===== config.mk =====
export PLATFORM = sky130hd
export DESIGN_NAME = picw_word_accumulator_flat
export DESIGN_NICKNAME = d
export VERILOG_FILES = /design/src/rtl/picw_pkg.sv /design/src/rtl/picw_word_accumulator_if.sv /design/src/rtl/picw_slice_add.sv /design/src/rtl/picw_word_accumulator.sv /design/src/flat_wrapper.sv
export SDC_FILE = /design/constraint.sdc
export NUM_CORES = 1
export LEC_CHECK = 0
export CELL_PAD_IN_SITES_DETAIL_PLACEMENT = 0
export CELL_PAD_IN_SITES_GLOBAL_PLACEMENT = 1
export CORE_MARGIN = 2
export CORE_UTILIZATION = 33
export CTS_CLUSTER_DIAMETER = 30
export DETAILED_ROUTE_END_ITERATION = 8
export GPL_TIMING_DRIVEN = 0
export PLACE_DENSITY_LB_ADDON = 0.1
export SKIP_CTS_REPAIR_TIMING = 1
export SLEW_MARGIN = 20
export SYNTH_ARGS = -nofsm -noshare
export SYNTH_HDL_FRONTEND = slang
export SYNTH_SLANG_ARGS = --single-unit

===== constraint.sdc =====
create_clock -name clk_x -period 3.48 [get_ports clk_x]
set_input_delay 0.522 -clock clk_x [delete_from_list [all_inputs] [get_ports clk_x]]
set_output_delay 0.522 -clock clk_x [all_outputs]
set_load 0.01 [all_outputs]

===== src/rtl/picw_pkg.sv =====
// Shared types and helpers for the PIC writer word accumulator.
// State encoding, slice-count helper and parameter sanity predicate.
package picw_pkg;

   typedef enum logic [1:0] {
      ST_IDLE   = 2'd0,
      ST_ACCEPT = 2'd1,
      ST_ADD    = 2'd2,
      ST_DONE   = 2'd3
   } picw_acc_state_t;

   function automatic int nslice(input int acc_w, input int slice_w);
      return acc_w / slice_w;
   endfunction

   // Accumulator must hold a whole word, split evenly into slices, and carry a checksum byte.
   function automatic bit params_ok(input int data_w, input int acc_w, input int slice_w);
      return (slice_w > 0) && (acc_w % slice_w == 0) && (acc_w >= data_w) && (acc_w >= 8);
   endfunction

endpackage


===== src/rtl/picw_word_accumulator_if.sv =====
// Handshake and result bus of the word accumulator.
// The master side feeds words and consumes results; the slave side is the accumulator.
interface picw_word_accumulator_if #(
   parameter int DATA_W = 14,
   parameter int ACC_W  = 16,
   parameter int CNT_W  = 8
);
   logic              start_i;
   logic              in_valid;
   logic              in_ready;
   logic [DATA_W-1:0] in_data;
   logic              in_last;
   logic              out_valid;
   logic              out_ready;
   logic [ACC_W-1:0]  sum_o;
   logic [CNT_W-1:0]  carry_cnt_o;
   logic              busy_o;
   logic [7:0]        chk_o;

   modport master (
      output start_i, in_valid, in_data, in_last, out_ready,
      input  in_ready, out_valid, sum_o, carry_cnt_o, busy_o, chk_o
   );

   modport slave (
      input  start_i, in_valid, in_data, in_last, out_ready,
      output in_ready, out_valid, sum_o, carry_cnt_o, busy_o, chk_o
   );
endinterface


===== src/rtl/picw_slice_add.sv =====
// Combinational W-bit full adder with carry-in and carry-out.
module picw_slice_add #(
   parameter int W = 4
) (
   input  logic [W-1:0] a,
   input  logic [W-1:0] b,
   input  logic         cin,
   output logic [W-1:0] sum,
   output logic         cout
);
   assign {cout, sum} = {1'b0, a} + {1'b0, b} + (W+1)'(cin);
endmodule


===== src/rtl/picw_word_accumulator.sv =====
// Multi-cycle word accumulator: adds SLICE_W bits per clock with a registered carry.
// Optional Intel HEX checksum output enabled by defining PICW_HEXCHK_EN.
module picw_word_accumulator
   import picw_pkg::*;
#(
   parameter int DATA_W  = 14,
   parameter int ACC_W   = 16,
   parameter int SLICE_W = 4,
   parameter int CNT_W   = 8
) (
   input logic                      clk_x,
   input logic                      rst_x,
   picw_word_accumulator_if.slave   bus
);
   localparam int NSLICE = nslice(ACC_W, SLICE_W);
   localparam int IDX_W  = (NSLICE > 1) ? $clog2(NSLICE) : 1;
   localparam logic [IDX_W-1:0] LAST_IDX = IDX_W'(NSLICE - 1);

   if (!params_ok(DATA_W, ACC_W, SLICE_W)) begin : g_bad_params
      $error("picw_word_accumulator: ACC_W must be >= DATA_W, >= 8 and a multiple of SLICE_W");
   end

   picw_acc_state_t  state_reg, state_next;
   logic [IDX_W-1:0] idx_reg, idx_next;
   logic             carry_reg, carry_next;
   logic [ACC_W-1:0] word_reg, word_next;
   logic             last_reg, last_next;
   logic [ACC_W-1:0] sum_reg, sum_next;
   logic [CNT_W-1:0] cnt_reg, cnt_next;

   logic [SLICE_W-1:0] slice_a, slice_b, slice_sum;
   logic               slice_cout;
   logic               clear_frame;
   logic               done_entry;

   // One adder shared by all slices; the slice index steers its operands.
   assign slice_a = sum_reg[idx_reg*SLICE_W +: SLICE_W];
   assign slice_b = word_reg[idx_reg*SLICE_W +: SLICE_W];

   picw_slice_add #(.W(SLICE_W)) u_slice_add (
      .a    (slice_a),
      .b    (slice_b),
      .cin  (carry_reg),
      .sum  (slice_sum),
      .cout (slice_cout)
   );

   assign clear_frame = bus.start_i &&
                        ((state_reg == ST_IDLE) || (state_reg == ST_DONE && bus.out_ready));
   assign done_entry  = (state_reg == ST_ADD) && (idx_reg == LAST_IDX) && last_reg;

   always_comb begin
      state_next = state_reg;
      idx_next   = idx_reg;
      carry_next = carry_reg;
      word_next  = word_reg;
      last_next  = last_reg;
      sum_next   = sum_reg;
      cnt_next   = cnt_reg;

      case (state_reg)
         ST_IDLE: begin
            if (bus.start_i) state_next = ST_ACCEPT;
         end
         ST_ACCEPT: begin
            if (bus.in_valid) begin
               word_next  = ACC_W'(bus.in_data);
               last_next  = bus.in_last;
               idx_next   = '0;
               carry_next = 1'b0;
               state_next = ST_ADD;
            end
         end
         ST_ADD: begin
            sum_next[idx_reg*SLICE_W +: SLICE_W] = slice_sum;
            carry_next = slice_cout;
            if (idx_reg == LAST_IDX) begin
               if (slice_cout && (cnt_reg != '1)) cnt_next = cnt_reg + 1'b1;
               idx_next   = '0;
               state_next = last_reg ? ST_DONE : ST_ACCEPT;
            end else begin
               idx_next = idx_reg + 1'b1;
            end
         end
         ST_DONE: begin
            if (bus.out_ready) state_next = bus.start_i ? ST_ACCEPT : ST_IDLE;
         end
         default: state_next = ST_IDLE;
      endcase

      if (clear_frame) begin
         sum_next   = '0;
         cnt_next   = '0;
         carry_next = 1'b0;
         last_next  = 1'b0;
         idx_next   = '0;
      end
   end

   always_ff @(posedge clk_x) begin
      if (rst_x) begin
         state_reg <= ST_IDLE;
         idx_reg   <= '0;
         carry_reg <= 1'b0;
         word_reg  <= '0;
         last_reg  <= 1'b0;
         sum_reg   <= '0;
         cnt_reg   <= '0;
      end else begin
         state_reg <= state_next;
         idx_reg   <= idx_next;
         carry_reg <= carry_next;
         word_reg  <= word_next;
         last_reg  <= last_next;
         sum_reg   <= sum_next;
         cnt_reg   <= cnt_next;
      end
   end

`ifdef PICW_HEXCHK_EN
   logic [7:0] chk_reg, chk_next;

   // Two's complement of the low byte, captured from the final slice result.
   always_comb begin
      chk_next = chk_reg;
      if (clear_frame)     chk_next = 8'h00;
      else if (done_entry) chk_next = 8'h00 - sum_next[7:0];
   end

   always_ff @(posedge clk_x) begin
      if (rst_x) chk_reg <= 8'h00;
      else       chk_reg <= chk_next;
   end

   assign bus.chk_o = chk_reg;
`else
   assign bus.chk_o = 8'h00;
`endif

   assign bus.in_ready    = (state_reg == ST_ACCEPT);
   assign bus.out_valid   = (state_reg == ST_DONE);
   assign bus.busy_o      = (state_reg != ST_IDLE);
   assign bus.sum_o       = sum_reg;
   assign bus.carry_cnt_o = cnt_reg;
endmodule


===== src/flat_wrapper.sv =====
// flat-port wrapper written by rule: the top's interface ports become plain ports
module picw_word_accumulator_flat import picw_pkg::*;
#(
   parameter int DATA_W  = 14,
   parameter int ACC_W   = 16,
   parameter int SLICE_W = 4,
   parameter int CNT_W   = 8
)
  (clk_x, rst_x, bus_start_i, bus_in_valid, bus_in_data, bus_in_last, bus_out_ready, bus_in_ready, bus_out_valid, bus_sum_o, bus_carry_cnt_o, bus_busy_o, bus_chk_o);
  picw_word_accumulator_if #(.DATA_W(DATA_W), .ACC_W(ACC_W), .CNT_W(CNT_W)) bus_i ();
  input logic clk_x;
  input logic rst_x;
  input wire logic [$bits(bus_i.start_i)-1:0] bus_start_i;
  input wire logic [$bits(bus_i.in_valid)-1:0] bus_in_valid;
  input wire logic [$bits(bus_i.in_data)-1:0] bus_in_data;
  input wire logic [$bits(bus_i.in_last)-1:0] bus_in_last;
  input wire logic [$bits(bus_i.out_ready)-1:0] bus_out_ready;
  output wire logic [$bits(bus_i.in_ready)-1:0] bus_in_ready;
  output wire logic [$bits(bus_i.out_valid)-1:0] bus_out_valid;
  output wire logic [$bits(bus_i.sum_o)-1:0] bus_sum_o;
  output wire logic [$bits(bus_i.carry_cnt_o)-1:0] bus_carry_cnt_o;
  output wire logic [$bits(bus_i.busy_o)-1:0] bus_busy_o;
  output wire logic [$bits(bus_i.chk_o)-1:0] bus_chk_o;
  assign bus_i.start_i = bus_start_i;
  assign bus_i.in_valid = bus_in_valid;
  assign bus_i.in_data = bus_in_data;
  assign bus_i.in_last = bus_in_last;
  assign bus_i.out_ready = bus_out_ready;
  assign bus_in_ready = bus_i.in_ready;
  assign bus_out_valid = bus_i.out_valid;
  assign bus_sum_o = bus_i.sum_o;
  assign bus_carry_cnt_o = bus_i.carry_cnt_o;
  assign bus_busy_o = bus_i.busy_o;
  assign bus_chk_o = bus_i.chk_o;
  picw_word_accumulator #(.DATA_W(DATA_W), .ACC_W(ACC_W), .SLICE_W(SLICE_W), .CNT_W(CNT_W)) u_core (.clk_x(clk_x), .rst_x(rst_x), .bus(bus_i));
endmodule

After elaboration in Yosys (flattened, before gate mapping)
Index checks and enable logic that the tools add are counted.
{"block": "classes", "n_div": 0, "addsub": 5, "n_bitwise": 0, "magnitude_cmp": 0, "eq_ne": 9, "n_mul": 0, "n_shift": 4, "mux": 13, "reduce_logical": 12}
{"operator": "$neg 4->34", "count": 1}
{"operator": "$shift 4x34->16 const A", "count": 1}
{"operator": "$shiftx 4x34->16", "count": 1}
{"operator": "$shiftx 16x5->4", "count": 2}
{"operator": "$bwmux 16", "count": 1}
{"operator": "$mux 2", "count": 7}
{"operator": "$add 8x1->8 const B", "count": 1}
{"operator": "$ne 2x2->1 const B", "count": 4}
{"operator": "$ne 8x8->1 const B", "count": 1}
{"operator": "$pmux 2 s4", "count": 1}
{"operator": "$eq 2x2->1 const B", "count": 3}
{"operator": "$add 4x4->5", "count": 1}
{"operator": "$add 5x1->5", "count": 1}
{"operator": "$pmux 2 s2", "count": 1}
{"operator": "$reduce_and 2->1", "count": 2}
{"operator": "$reduce_and 4->1", "count": 1}
{"operator": "$reduce_bool 2->1", "count": 2}
{"operator": "$logic_and 1x1->1", "count": 3}
{"operator": "$reduce_and 3->1", "count": 1}
{"operator": "$add 2x1->2 const B", "count": 1}
{"operator": "$eq 2x1->1 const B", "count": 1}
{"operator": "$logic_not 2->1", "count": 1}
{"operator": "$mux 1", "count": 2}
{"operator": "$pmux 1 s2", "count": 1}
{"operator": "other kinds (2)", "count": 2}
{"block": "word_totals", "input_bits": 20, "memories": 0, "out_inout_bits": 35, "ram_bits": 0, "latch_bits": 0, "rom_bits": 0, "ff_bits": 44}

Depth between registers and ports, before layout
{"block": "logic_depth", "depth_word": 5, "ltp_mapped": 10, "depth_no_buf": 7}

Cells and area by module
From an unflattened synthesis, not the netlist that was laid out.
{"block": "unflattened", "hier_cells": 277, "area_unflattened_um2": 2468.6}
{"module": "picw_word_accumulator", "seq_area_each_um2": 880.8, "cells_each": 261, "instances": 1, "area_per_inst_um2": 2324.7}
{"module": "picw_slice_add", "seq_area_each_um2": 0.0, "cells_each": 16, "instances": 1, "area_per_inst_um2": 143.9}

Worst setup path before layout
OpenSTA, ideal clock, no wires.
{"block": "synth_timing", "path_kind": "register to register", "startpoint": "reg u_core.idx_reg[0]", "endpoint": "reg u_core.cnt_reg[6], in the netlist u_core.bus.carry_cnt_o[6]", "arrival_time_ns": 3.198, "path_stages_with_launch": 11, "setup_slack_ns": 0.167, "required_ns": 3.365, "n_path_buf": 3, "setup_time_ns": 0.115, "path_cell_list": "dfxtp_1 clkbuf_1 buf_1 mux4_2 fa_1 fa_1 nand3_1 a211o_1 clkbuf_1 nor3_1 o21a_1"}
{"block": "synth_via", "elab_chain_cells": 5}
{"item": "from (decl)", "line": "picw_word_accumulator.sv:24", "rtl": "logic [IDX_W-1:0] idx_reg, idx_next;"}
{"item": "from (signal assigned)", "line": "picw_word_accumulator.sv:111", "rtl": "idx_reg <= idx_next;"}
{"item": "$shiftx 16x5->4, on equally long branches", "line": "picw_word_accumulator.sv:37, picw_word_accumulator.sv:38"}
{"item": "$add 4x4->5", "line": "picw_slice_add.sv:11", "rtl": "assign {cout, sum} = {1'b0, a} + {1'b0, b} + (W+1)'(cin);"}
{"item": "$add 5x1->5", "line": "picw_slice_add.sv:11"}
{"item": "$logic_and 1x1->1", "line": "picw_word_accumulator.sv:78", "rtl": "if (slice_cout && (cnt_reg != '1)) cnt_next = cnt_reg + 1'b1;"}
{"item": "$reduce_and 3->1 (no line) (*)"}
{"item": "to (signal assigned)", "line": "picw_word_accumulator.sv:116", "rtl": "cnt_reg <= cnt_next;"}
{"item": "to (decl)", "line": "picw_word_accumulator.sv:29", "rtl": "logic [CNT_W-1:0] cnt_reg, cnt_next;"}
Every way passes the cells marked *; elsewhere a longest branch is shown, timed or not.
A chain may end at the register's enable or synchronous reset.

Worst setup path in the final report
Ends and elaborated chain as after synthesis.

==> flow_metrics.env <==
export IMPL_place_hpwl_mm=4.04
export IMPL_synth_cell_types=42
export IMPL_grt_pass1_wl_mm=8.73
export IMPL_seq_area_frac_synth_pct=39.6
export IMPL_min_to="u_core.word_reg[7]"
export IMPL_synth_warnings=0
export IMPL_cts_tree="built"
export IMPL_fp_dieH_um=86.1
export IMPL_cts_root_buf="clkbuf_8"
export IMPL_cts_buffers=5
export IMPL_finalMaxSlewViolations=0
export IMPL_gr_total_overflow=0
export IMPL_min_path_type="register to register"
export IMPL_syn_avg_cell_area_um2=8.89
export IMPL_setup_violations_final=0
export IMPL_r2r_end="u_core.bus.carry_cnt_o[6]"
export IMPL_hold_violations=0
export IMPL_hold_slack_ps=455
export IMPL_pre_cts_ws_ps=-378
export IMPL_fin_nets=341
export IMPL_crit_type="register to register"
export IMPL_io_pins=55
export IMPL_routedWlPerCell_um=14.1
export IMPL_critPathArrivalTime_ps=3470
export IMPL_p_leak_nw=1.03
export IMPL_placement_io_buffers=45
export IMPL_p_total_uw=956
export IMPL_status="finished clean"
export IMPL_drive_gt1_share_pct=9.68
export IMPL_die_w_um=86.1
export IMPL_r2r_cells=10
export IMPL_finalCriticalPeriod_ps=3280
export IMPL_async_flop_share_pct=0
export IMPL_cts_htree_levels=2
export IMPL_clock_latency_ps=300
export IMPL_cts_sinks=44
export IMPL_tns_ps=0
export IMPL_num_antenna_cells=0
export IMPL_die_area_um2=7410
export IMPL_clkSlewWorstSetupHoldPaths_ps=80
export IMPL_grt_max_degree=14
export IMPL_critPathRequiredTime_ps=3680
export IMPL_clock_fmax_mhz=305
export IMPL_grt_pass1_vias=1772
export IMPL_ys_ff_latch=44
export IMPL_fin_worst_skew_ps=8.85
export IMPL_period_share_pct=94.1
export IMPL_rrSetupSlack_ps=200
export IMPL_worst_setup_path_start_kind="register"
export IMPL_num_vias=1994
export IMPL_via_per_inst=5.15
export IMPL_min_path_cells=2
export IMPL_antenna_found_initial=0
export IMPL_largest_reg_flops=16
export IMPL_relSlewSlack_pct=36.5
export IMPL_reg2reg_from="u_core.idx_reg[0]"
export IMPL_start_util_pct=34.6
export IMPL_areaGrowthSynthToFinish_pct=30.3
export IMPL_synth_cells=250
export IMPL_grt_use_total_pct=14.9
export IMPL_core_area_um2=6420
export IMPL_ant_nets=0
export IMPL_ir_drop_mv=0.152
export IMPL_dr_pass1_iters=4
export IMPL_gp_congestion=0.774
export IMPL_hold_start="u_core.word_reg[7]"
export IMPL_layout_setup_ws_ps=205
export IMPL_tightest_slew_ps=940
export IMPL_row_count=29
export IMPL_dominantRegCellSynth="dfxtp_1"
export IMPL_wirelength_mm=5.44
export IMPL_syn_area_um2=2220
export IMPL_crit_fanout=10
export IMPL_drc=0
export IMPL_powerDensity_nw_per_um2=330
export IMPL_maxCapViolCount=0
export IMPL_cp_end_kind="register"
export IMPL_drt_iter0_markers=117
export IMPL_ctsLongestPathBuffers=2
export IMPL_synth_edff_count=0
## metrics by stage
stage	cells	cell area, um^2	util, %
4_1_cts	387	2890	45.0
2_1_floorplan	257	2250	-
3_3_place_gp	379	2800	43.5
5_1_grt	387	2900	45.1
3_5_place_dp	379	2800	43.5
6_report	387	2900	45.1
## synth_stat cells (all sizes together), types with 2 or more instances
cell type / n / area (um^2)
a211o: 2 / 17.5
a21oi: 24 / 120
a22oi: 12 / 90.1
a32oi: 4 / 35.0
and4: 2 / 17.5
buf: 13 / 82.6
clkbuf: 8 / 30.0
dfxtp: 44 / 881
fa: 2 / 40.0
ha: 10 / 125
inv: 4 / 15.0
mux2i: 3 / 30.0
mux4: 6 / 135
nand2: 37 / 139
nand2b: 2 / 12.5
nand3: 10 / 50.1
nand3b: 6 / 45.0
nand4: 2 / 12.5
nor2: 21 / 78.8
nor3: 4 / 20.0
nor4b: 3 / 26.3
o211ai: 2 / 15.0
o21a: 2 / 15.0
o21ai: 2 / 10.0
o22ai: 2 / 12.5
o31ai: 3 / 22.5
o41ai: 2 / 17.5
or2: 2 / 12.5
or3: 2 / 12.5
or4: 4 / 30.0
## kinds of logic (layout without fill, tap and decap cells)
logic type | Yosys count | after routing | synth area share (%)
AOI/OAI and AO/OA | 60 | 60 | 17.7
xor gates and xnor gates | 1 | 1 | 0.394
adders and majority gates | 12 | 12 | 7.43
buffers and inverters | 25 | 78 | 5.74
DFF | 44 | 44 | 39.6
muxes | 9 | 9 | 7.43
other | 1 | 8 | 0.169
and+or+nand+nor | 98 | 98 | 21.5
## where the power goes
group          switching (mW)  total (mW)  internal, mW
Clock                   0.172       0.331         0.158
Sequential            0.00579       0.518         0.512
Combinational          0.0560       0.107        0.0512
Total                   0.234       0.956         0.722
## cells in the final DEF (no fill, tap or decap), types with 3 or more instances in the layout
cell,count
clkdlybuf4s50_1,45
dfxtp_1,44
nand2_1,37
a21oi_1,24
nor2_1,21
a22oi_1,12
nand3_1,10
ha_1,10
buf_4,8
conb_1,8
mux4_2,6
clkbuf_1,6
nand3b_1,6
clkbuf_8,6
inv_1,4
nor3_1,4
a32oi_1,4
or4_1,4
buf_2,3
mux2i_1,3
nor4b_1,3
o31ai_1,3
## metal layers
metal	wire, um	global-route usage [%]
met1	2490	19.5
met2	2540	24.2
met3	336	3.75
met4	79	4.76
met5	0	0
## worst max path at each step
stage / startpoint / end / cells past startpoint
2_1_floorplan: u_core.idx_reg[0] / u_core.bus.carry_cnt_o[6] / 10
3_3_place_gp: u_core.idx_reg[0] / u_core.bus.carry_cnt_o[6] / 10
3_5_place_dp: u_core.idx_reg[0] / u_core.bus.carry_cnt_o[6] / 10
4_1_cts: u_core.idx_reg[0] / u_core.bus.carry_cnt_o[7] / 10
5_1_grt: u_core.idx_reg[0] / u_core.bus.carry_cnt_o[7] / 10
6_report: u_core.idx_reg[0] / u_core.bus.carry_cnt_o[6] / 10
## critical path: stages (launching register included)
cell	delay, ps
dfxtp_1	380
clkbuf_2	220
clkbuf_4	260
mux4_2	560
fa_1	450
fa_1	410
nand3_1	120
a211o_1	260
clkbuf_4	260
nor3_1	70
o21a_1	170
## cell type report
type                    instances  area, um^2
plain buffers                  21         121
clock buffers                   6        82.6
clock inverters                 2        10.0
fillers                       661        3530
inverters                       4        15.0
multi-input cells             188        1240
flip-flops and latches         44         881
well taps                      77        96.3
repair buffers                 45         450
No activity file was read; power rests on OpenSTA's default activity.
